<file path="src/rtl/mmio_uart_tx_if.sv">
// Data-memory bus slice seen by the MMIO UART transmitter.
// The CPU/wrapper side drives address and strobes; the UART answers with read data and hit.
interface mmio_uart_tx_if;
  logic [31:0] addr;
  logic [31:0] wr_data;
  logic        wr_en;
  logic        rd_en;
  logic [31:0] rd_data;
  logic        hit;

  modport master (
    output addr, wr_data, wr_en, rd_en,
    input  rd_data, hit
  );

  modport slave (
    input  addr, wr_data, wr_en, rd_en,
    output rd_data, hit
  );
endinterface

</file>
<file path="src/rtl/mmio_uart_tx.sv">
// Memory-mapped UART transmitter: byte FIFO fed by stores, 8N1 LSB-first serialiser, status word.
// Optional even-parity frame (8E1) when MMIO_UART_TX_PARITY_EN is defined.
module mmio_uart_tx #(
  parameter int unsigned CLK_FREQ_HZ = 50000000,
  parameter int unsigned BAUD        = 115200,
  parameter int unsigned FIFO_DEPTH  = 16,
  parameter logic [31:0] TX_ADDR     = 32'hFFFFFFF8,
  parameter logic [31:0] STATUS_ADDR = 32'hFFFFFFF4
) (
  input  logic          clk,
  input  logic          reset,
  mmio_uart_tx_if.slave bus,
  output logic          tx,
  output logic          busy
);

  localparam int unsigned DIV      = (CLK_FREQ_HZ + BAUD / 2) / BAUD;
  localparam int unsigned AW       = (FIFO_DEPTH > 1) ? $clog2(FIFO_DEPTH) : 1;
  localparam int unsigned CW       = $clog2(FIFO_DEPTH) + 1;
  localparam int unsigned DCW      = (DIV > 2) ? $clog2(DIV) : 1;
  localparam logic [DCW-1:0] RELOAD   = DCW'(DIV - 1);
  localparam logic [CW-1:0]  FULL_CNT = CW'(FIFO_DEPTH);

  if (DIV < 2) begin : g_div_check
    $error("mmio_uart_tx: baud divisor must be at least 2");
  end

  if (FIFO_DEPTH < 2 || FIFO_DEPTH > 256 || (FIFO_DEPTH & (FIFO_DEPTH - 1)) != 0) begin : g_depth_check
    $error("mmio_uart_tx: FIFO_DEPTH must be a power of two in 2..256");
  end

`ifdef MMIO_UART_TX_PARITY_EN
  typedef enum logic [2:0] {IDLE, START, DATA, PARITY, STOP} state_t;
`else
  typedef enum logic [1:0] {IDLE, START, DATA, STOP} state_t;
`endif

  state_t         state, state_n;
  logic [DCW-1:0] cnt, cnt_n;
  logic [2:0]     bit_idx, bit_idx_n;
  logic           tx_n;
  logic           pop, load, shift_en;

  logic [7:0]     mem [FIFO_DEPTH];
  logic [AW-1:0]  wr_ptr, rd_ptr;
  logic [CW-1:0]  count;
  logic           overflow;
  logic [7:0]     shift;
`ifdef MMIO_UART_TX_PARITY_EN
  logic           parity;
`endif

  logic tx_sel, st_sel, empty, full;
  logic push_req, push, drop, ovf_clr;
  logic [31:0] status;

  assign tx_sel   = (bus.addr == TX_ADDR);
  assign st_sel   = (bus.addr == STATUS_ADDR);
  assign empty    = (count == '0);
  assign full     = (count == FULL_CNT);
  assign push_req = bus.wr_en && tx_sel;
  // A pop in the same cycle frees the slot, so a full FIFO can still accept
  assign push     = push_req && (!full || pop);
  assign drop     = push_req && full && !pop;
  assign ovf_clr  = bus.rd_en && st_sel;
  assign busy     = !empty || (state != IDLE);

  always_comb begin
    state_n   = state;
    cnt_n     = cnt;
    bit_idx_n = bit_idx;
    tx_n      = 1'b1;
    pop       = 1'b0;
    load      = 1'b0;
    shift_en  = 1'b0;
    unique case (state)
      IDLE: begin
        if (!empty) begin
          pop     = 1'b1;
          load    = 1'b1;
          cnt_n   = RELOAD;
          state_n = START;
          tx_n    = 1'b0;
        end
      end
      START: begin
        tx_n = 1'b0;
        if (cnt == '0) begin
          state_n   = DATA;
          cnt_n     = RELOAD;
          bit_idx_n = 3'd0;
          tx_n      = shift[0];
        end else begin
          cnt_n = cnt - 1'b1;
        end
      end
      DATA: begin
        tx_n = shift[0];
        if (cnt == '0) begin
          cnt_n    = RELOAD;
          shift_en = 1'b1;
          if (bit_idx == 3'd7) begin
`ifdef MMIO_UART_TX_PARITY_EN
            state_n = PARITY;
            tx_n    = parity;
`else
            state_n = STOP;
            tx_n    = 1'b1;
`endif
          end else begin
            bit_idx_n = bit_idx + 3'd1;
            tx_n      = shift[1];
          end
        end else begin
          cnt_n = cnt - 1'b1;
        end
      end
`ifdef MMIO_UART_TX_PARITY_EN
      PARITY: begin
        tx_n = parity;
        if (cnt == '0) begin
          state_n = STOP;
          cnt_n   = RELOAD;
          tx_n    = 1'b1;
        end else begin
          cnt_n = cnt - 1'b1;
        end
      end
`endif
      STOP: begin
        tx_n = 1'b1;
        if (cnt == '0) begin
          // Chain straight into the next start bit when more data is queued
          if (!empty) begin
            pop     = 1'b1;
            load    = 1'b1;
            cnt_n   = RELOAD;
            state_n = START;
            tx_n    = 1'b0;
          end else begin
            state_n = IDLE;
          end
        end else begin
          cnt_n = cnt - 1'b1;
        end
      end
      default: state_n = IDLE;
    endcase
  end

  always_ff @(posedge clk) begin
    if (reset) begin
      state   <= IDLE;
      cnt     <= '0;
      bit_idx <= '0;
      tx      <= 1'b1;
    end else begin
      state   <= state_n;
      cnt     <= cnt_n;
      bit_idx <= bit_idx_n;
      tx      <= tx_n;
    end
  end

  always_ff @(posedge clk) begin
    if (reset) begin
      wr_ptr   <= '0;
      rd_ptr   <= '0;
      count    <= '0;
      overflow <= 1'b0;
    end else begin
      if (push) wr_ptr <= wr_ptr + 1'b1;
      if (pop)  rd_ptr <= rd_ptr + 1'b1;
      case ({push, pop})
        2'b10:   count <= count + 1'b1;
        2'b01:   count <= count - 1'b1;
        default: count <= count;
      endcase
      if (drop)         overflow <= 1'b1;
      else if (ovf_clr) overflow <= 1'b0;
    end
  end

  always_ff @(posedge clk) begin
    if (push) mem[wr_ptr] <= bus.wr_data[7:0];
    if (load) shift <= mem[rd_ptr];
    else if (shift_en) shift <= {1'b0, shift[7:1]};
`ifdef MMIO_UART_TX_PARITY_EN
    if (load) parity <= ^mem[rd_ptr];
`endif
  end

  always_comb begin
    status         = '0;
    status[0]      = empty;
    status[1]      = full;
    status[2]      = busy;
    status[3]      = overflow;
    status[3+CW:4] = count;
`ifdef MMIO_UART_TX_PARITY_EN
    status[31]     = 1'b1;
`endif
  end

  assign bus.rd_data = st_sel ? status : 32'h0;
  assign bus.hit     = tx_sel || st_sel;

endmodule
</file>
<file path="src/flat_wrapper.sv">
// flat-port wrapper written by rule: the top's interface ports become plain ports
module mmio_uart_tx_flat 
#(
  parameter int unsigned CLK_FREQ_HZ = 50000000,
  parameter int unsigned BAUD        = 115200,
  parameter int unsigned FIFO_DEPTH  = 16,
  parameter logic [31:0] TX_ADDR     = 32'hFFFFFFF8,
  parameter logic [31:0] STATUS_ADDR = 32'hFFFFFFF4
)
  (clk, reset, tx, busy, bus_addr, bus_wr_data, bus_wr_en, bus_rd_en, bus_rd_data, bus_hit);
  mmio_uart_tx_if bus_i ();
  input  logic clk;
  input  logic reset;
  output logic tx;
  output logic busy;
  input wire logic [$bits(bus_i.addr)-1:0] bus_addr;
  input wire logic [$bits(bus_i.wr_data)-1:0] bus_wr_data;
  input wire logic [$bits(bus_i.wr_en)-1:0] bus_wr_en;
  input wire logic [$bits(bus_i.rd_en)-1:0] bus_rd_en;
  output wire logic [$bits(bus_i.rd_data)-1:0] bus_rd_data;
  output wire logic [$bits(bus_i.hit)-1:0] bus_hit;
  assign bus_i.addr = bus_addr;
  assign bus_i.wr_data = bus_wr_data;
  assign bus_i.wr_en = bus_wr_en;
  assign bus_i.rd_en = bus_rd_en;
  assign bus_rd_data = bus_i.rd_data;
  assign bus_hit = bus_i.hit;
  mmio_uart_tx #(.CLK_FREQ_HZ(CLK_FREQ_HZ), .BAUD(BAUD), .FIFO_DEPTH(FIFO_DEPTH), .TX_ADDR(TX_ADDR), .STATUS_ADDR(STATUS_ADDR)) u_core (.clk(clk), .reset(reset), .bus(bus_i), .tx(tx), .busy(busy));
endmodule
</file>
<file path="config.mk">
export PLATFORM = sky130hd
export DESIGN_NAME = mmio_uart_tx_flat
export DESIGN_NICKNAME = d
export VERILOG_FILES = /design/src/rtl/mmio_uart_tx_if.sv /design/src/rtl/mmio_uart_tx.sv /design/src/flat_wrapper.sv
export SDC_FILE = /design/constraint.sdc
export NUM_CORES = 1
export LEC_CHECK = 0
export CELL_PAD_IN_SITES_DETAIL_PLACEMENT = 1
export CELL_PAD_IN_SITES_GLOBAL_PLACEMENT = 1
export CORE_MARGIN = 2
export CORE_UTILIZATION = 40
export DETAILED_ROUTE_END_ITERATION = 7
export MAX_ROUTING_LAYER = met4
export PLACE_DENSITY = 0.71
export SLEW_MARGIN = 20
export SYNTH_ARGS = -nofsm -noshare
export SYNTH_HDL_FRONTEND = slang
export SYNTH_SLANG_ARGS = --single-unit
</file>
<file path="constraint.sdc">
create_clock -name clk -period 4.4 [get_ports clk]
set_input_delay 1.1 -clock clk [delete_from_list [all_inputs] [get_ports clk]]
set_output_delay 1.1 -clock clk [all_outputs]
set_load 0.005 [all_outputs]
</file>
==> impl_metrics.prom <==
# TYPE chip_impl_metric gauge
chip_impl_metric{name="fp_rows",unit=""} 50
chip_impl_metric{name="antenna_found_initial",unit=""} 0
chip_impl_metric{name="total_power_density_per_cell_area",unit="nW/um2"} 535
chip_impl_metric{name="ctsLongestPathBuffers",unit=""} 2
chip_impl_info{name="cts_tree",value="done"} 1
chip_impl_metric{name="synth_top_area_share",unit="%"} 54.6
chip_impl_metric{name="start_util",unit="%"} 40.4
chip_impl_metric{name="drt-vias-per-instance",unit=""} 5.35
chip_impl_metric{name="max-cap-violations",unit=""} 0
chip_impl_metric{name="slew_viol_final",unit=""} 0
chip_impl_metric{name="fin_nets",unit=""} 633
chip_impl_metric{name="cts_htree_levels",unit=""} 4
chip_impl_info{name="netlist.top_cell.by_area",value="edfxtp_1"} 1
chip_impl_info{name="unrepaired_setup_endpoints_after_global_routing",value="false"} 1
chip_impl_metric{name="first_iter_violations",unit=""} 264
chip_impl_metric{name="numPortBuffers",unit=""} 55
chip_impl_metric{name="cts.sink_count",unit=""} 169
chip_impl_metric{name="drt_drc_violations_left",unit=""} 0
chip_impl_metric{name="synthesis_warning_total",unit=""} 0
chip_impl_info{name="start_kind",value="input port"} 1
chip_impl_metric{name="wire_per_inst",unit="um"} 20.8
chip_impl_metric{name="yosys_register_bits",unit=""} 169
chip_impl_metric{name="die_area",unit="um2"} 19800
chip_impl_metric{name="globalRouteTotalUtil",unit="%"} 18.3
chip_impl_metric{name="clock_skew_after_layout",unit="ns"} 0.0144
chip_impl_metric{name="top_level_i_o_count",unit=""} 103
chip_impl_metric{name="m1WireLength",unit="um"} 7130
chip_impl_metric{name="die_w",unit="um"} 141
chip_impl_info{name="synthTopCellsByArea",value="edfxtp_1, mux4_2, dfxtp_1"} 1
chip_impl_metric{name="clk_pin_slew",unit="ns"} 0.07
chip_impl_metric{name="timing.final.ws_setup",unit="ns"} 0.113
chip_impl_info{name="synth_flop_cell",value="edfxtp_1"} 1
chip_impl_info{name="cells_along_the_critical_path",value="clkdlybuf4s50_1 > nand4_1 > nor4_4 > nand2_2 > nor3b_2 > buf_4 > and2_1 > clkdlybuf4s50_1"} 1
chip_impl_metric{name="static_leakage",unit="nW"} 3.03
chip_impl_metric{name="die_y",unit="um"} 141
chip_impl_metric{name="coreArea",unit="um2"} 18500
chip_impl_metric{name="antenna_violating_nets_post_route",unit=""} 0
chip_impl_metric{name="achievable-frequency",unit="MHz"} 233
chip_impl_metric{name="synthesis.instances",unit=""} 487
chip_impl_metric{name="cp_slowest_stage_delay",unit="ns"} 0.51
chip_impl_metric{name="dpl.hpwl",unit="um"} 11200
chip_impl_metric{name="layout_worst_path_cycle_share",unit="%"} 97.4
chip_impl_metric{name="place_worst_setup_slack",unit="ns"} -0.0232
chip_impl_metric{name="async_flop_share",unit="%"} 0
chip_impl_metric{name="worst_skew_pair.late_latency",unit="ns"} 0.44
chip_impl_metric{name="num_vias",unit=""} 4251
chip_impl_metric{name="vdd_drop_max",unit="mV"} 0.369
chip_impl_metric{name="cts_hold_buf",unit=""} 0
chip_impl_metric{name="finalSetupTns",unit="ns"} 0
chip_impl_info{name="end_kind",value="output port"} 1
chip_impl_metric{name="synth-edff-count",unit=""} 136
chip_impl_metric{name="slew-limit-headroom",unit="%"} 43.7
chip_impl_metric{name="postSynthAreaPerCell",unit="um2"} 15.4
chip_impl_info{name="crit_top_cell",value="clkdlybuf4s50_1"} 1
chip_impl_metric{name="routed-wl-met2",unit="um"} 8570
chip_impl_metric{name="drt_wl_total",unit="um"} 16500
chip_impl_metric{name="met3_wirelength",unit="um"} 527
chip_impl_metric{name="total_cts_buffers",unit=""} 17
chip_impl_metric{name="worst-endpoint-arrival",unit="ns"} 3.19
chip_impl_info{name="timing_worst_setup_path_type",value="input port to output port"} 1
chip_impl_metric{name="critical_path.max_fanout",unit=""} 10
chip_impl_metric{name="synthToLayoutAreaGrowth",unit="%"} 18.5
chip_impl_metric{name="setup_viol",unit=""} 0
chip_impl_metric{name="antennaDiodeCount",unit=""} 0
chip_impl_metric{name="detailedRoute.firstPassIterationCount",unit=""} 5
chip_impl_metric{name="drive_gt1_share",unit="%"} 18.9
chip_impl_info{name="highest-signal-layer",value="met4"} 1
chip_impl_metric{name="grt_pass1_wl",unit="um"} 26400
chip_impl_metric{name="gr-total-overflow",unit=""} 0
chip_impl_metric{name="synth_area",unit="um2"} 7480
chip_impl_metric{name="gp_congestion",unit=""} 0.796
chip_impl_metric{name="grt_pass1_vias",unit=""} 4591
chip_impl_metric{name="fin_hold_ws",unit="ns"} 0.479
chip_impl_metric{name="fillers",unit=""} 1803
chip_impl_metric{name="post_synth_num_cell_types",unit=""} 58
chip_impl_info{name="crit_slowest_cell",value="clkdlybuf4s50_1"} 1
chip_impl_metric{name="synth.yosys.seq_area_share",unit="%"} 63.4
chip_impl_metric{name="required",unit="ns"} 3.30
chip_impl_metric{name="grt_max_degree",unit=""} 30
chip_impl_info{name="cts.root.buffer_cell",value="clkbuf_16"} 1
chip_impl_info{name="status",value="finished, final reports clean"} 1
chip_impl_metric{name="tightestPinTransition",unit="ns"} 0.844
chip_impl_metric{name="clock_period_minus_worst_slack",unit="ns"} 4.29
chip_impl_info{name="min-delay-path-class",value="register to register"} 1
chip_impl_metric{name="timing.final.hold_violations",unit=""} 0
-- report_power, final --
group          switching, mW  internal (mW)
sequential             0.119           1.85
combinational          0.667          0.558
clock                  0.718          0.824
-- Yosys cell counts, drive strengths merged, types with 4 or more instances --
cell    count
nor2b       6
and3       14
xnor2       8
nand2      20
nor4        6
edfxtp    136
a21oi      20
and2       11
nand3       7
buf        31
mux2i       6
nand2b      4
ha         16
inv         8
o21ai      15
clkbuf     12
mux4       40
mux2        8
nor2       35
nand4       7
nor3        4
dfxtp      33
-- registers in the layout (all words and copies together) (netlist names), named ones only --
signal,flops
u_core.wr_ptr,4
u_core.mem,128
u_core.cnt,9
u_core.tx,1
u_core.state,2
u_core.count,5
u_core.bit_idx,3
u_core.rd_ptr,4
u_core.overflow,1
u_core.shift,8
-- path summary, 6_finish.rpt --
check / startpoint / slack, ns / depth (start not counted) / endpoint
max: bus_addr[29] / 0.11 / 8 / bus_rd_data[0]
max reg2reg: u_core.count[0] / 0.79 / 9 / u_core.count[4]
min reg2reg: u_core.bit_idx[2] / 0.48 / 2 / u_core.bit_idx[2]
min: u_core.bit_idx[2] / 0.48 / 2 / u_core.bit_idx[2]
-- area by class of cell --
| cell class | count | area, um2 | area share (%) |
|---|---|---|---|
| well taps | 234 | 293 | 3.30 |
| clock inverters | 15 | 196 | 2.22 |
| repair buffers | 64 | 621 | 7.00 |
| clock buffers | 17 | 425 | 4.80 |
| inverters | 8 | 30.0 | 0.339 |
| flip-flops and latches | 169 | 4750 | 53.6 |
| multi-input cells | 288 | 2550 | 28.8 |
-- layer usage --
layer / GRT usage [%] / vias up
li1: - / 1965
met1: 22.9 / 2172
met2: 29.9 / 88
met3: 3.70 / 26
met4: 6.16 / 0
met5: - / -
-- through the flow --
stage | total power, mW | utilization, % | instance area (um2) | cells
5_1_grt | 4.99 | 47.9 | 8860 | 795
2_1_floorplan | 2.94 | - | 7560 | 509
4_1_cts | 4.78 | 47.7 | 8830 | 794
3_5_place_dp | 3.24 | 44.3 | 8190 | 762
6_report | 4.74 | 47.9 | 8860 | 795
3_3_place_gp | 3.17 | 44.3 | 8190 | 762
-- placed cells by master (no fill, tap or decap), drive strengths merged, types with 4 or more instances in the layout --
cell / n
ha: 16
mux2i: 6
nand4: 7
clkbuf: 17
edfxtp: 136
mux4: 40
nand2b: 4
xnor2: 8
buf: 9
clkinv: 6
nand2: 20
and3: 14
nor4: 6
clkdlybuf4s50: 54
mux2: 8
nor2: 35
dfxtp: 33
o21ai: 15
conb: 23
nor3: 4
and2: 11
nand3: 7
nor2b: 6
a21oi: 20
inv: 15
-- worst max-delay path, delay by kind of cell --
kind	cells	cell delay (ns)
and+or+nand+nor	5	0.91
buffers and inverters	3	1.17
-- cell families (layout without fill, tap and decap cells) --
kind of cell	after synthesis	in the layout	synth area share (%)
DFF	169	169	63.4
AOI/OAI and AO/OA	55	55	4.87
other	1	23	0.0501
xor gates and xnor gates	11	11	1.29
muxes	54	54	14.1
buffers and inverters	52	104	4.08
adders and majority gates	17	17	2.94
and+or+nand+nor	128	128	9.25
-- timing repair --
| action | in CTS | in global routing |
|---|---|---|
| endpoints found under the setup margin | 1 | 9 |
| setup buffers | 0 | 1 |
| resized for setup | 2 | 5 |
| pin swaps | 0 | 2 |
No activity file was read; power rests on OpenSTA's default activity.
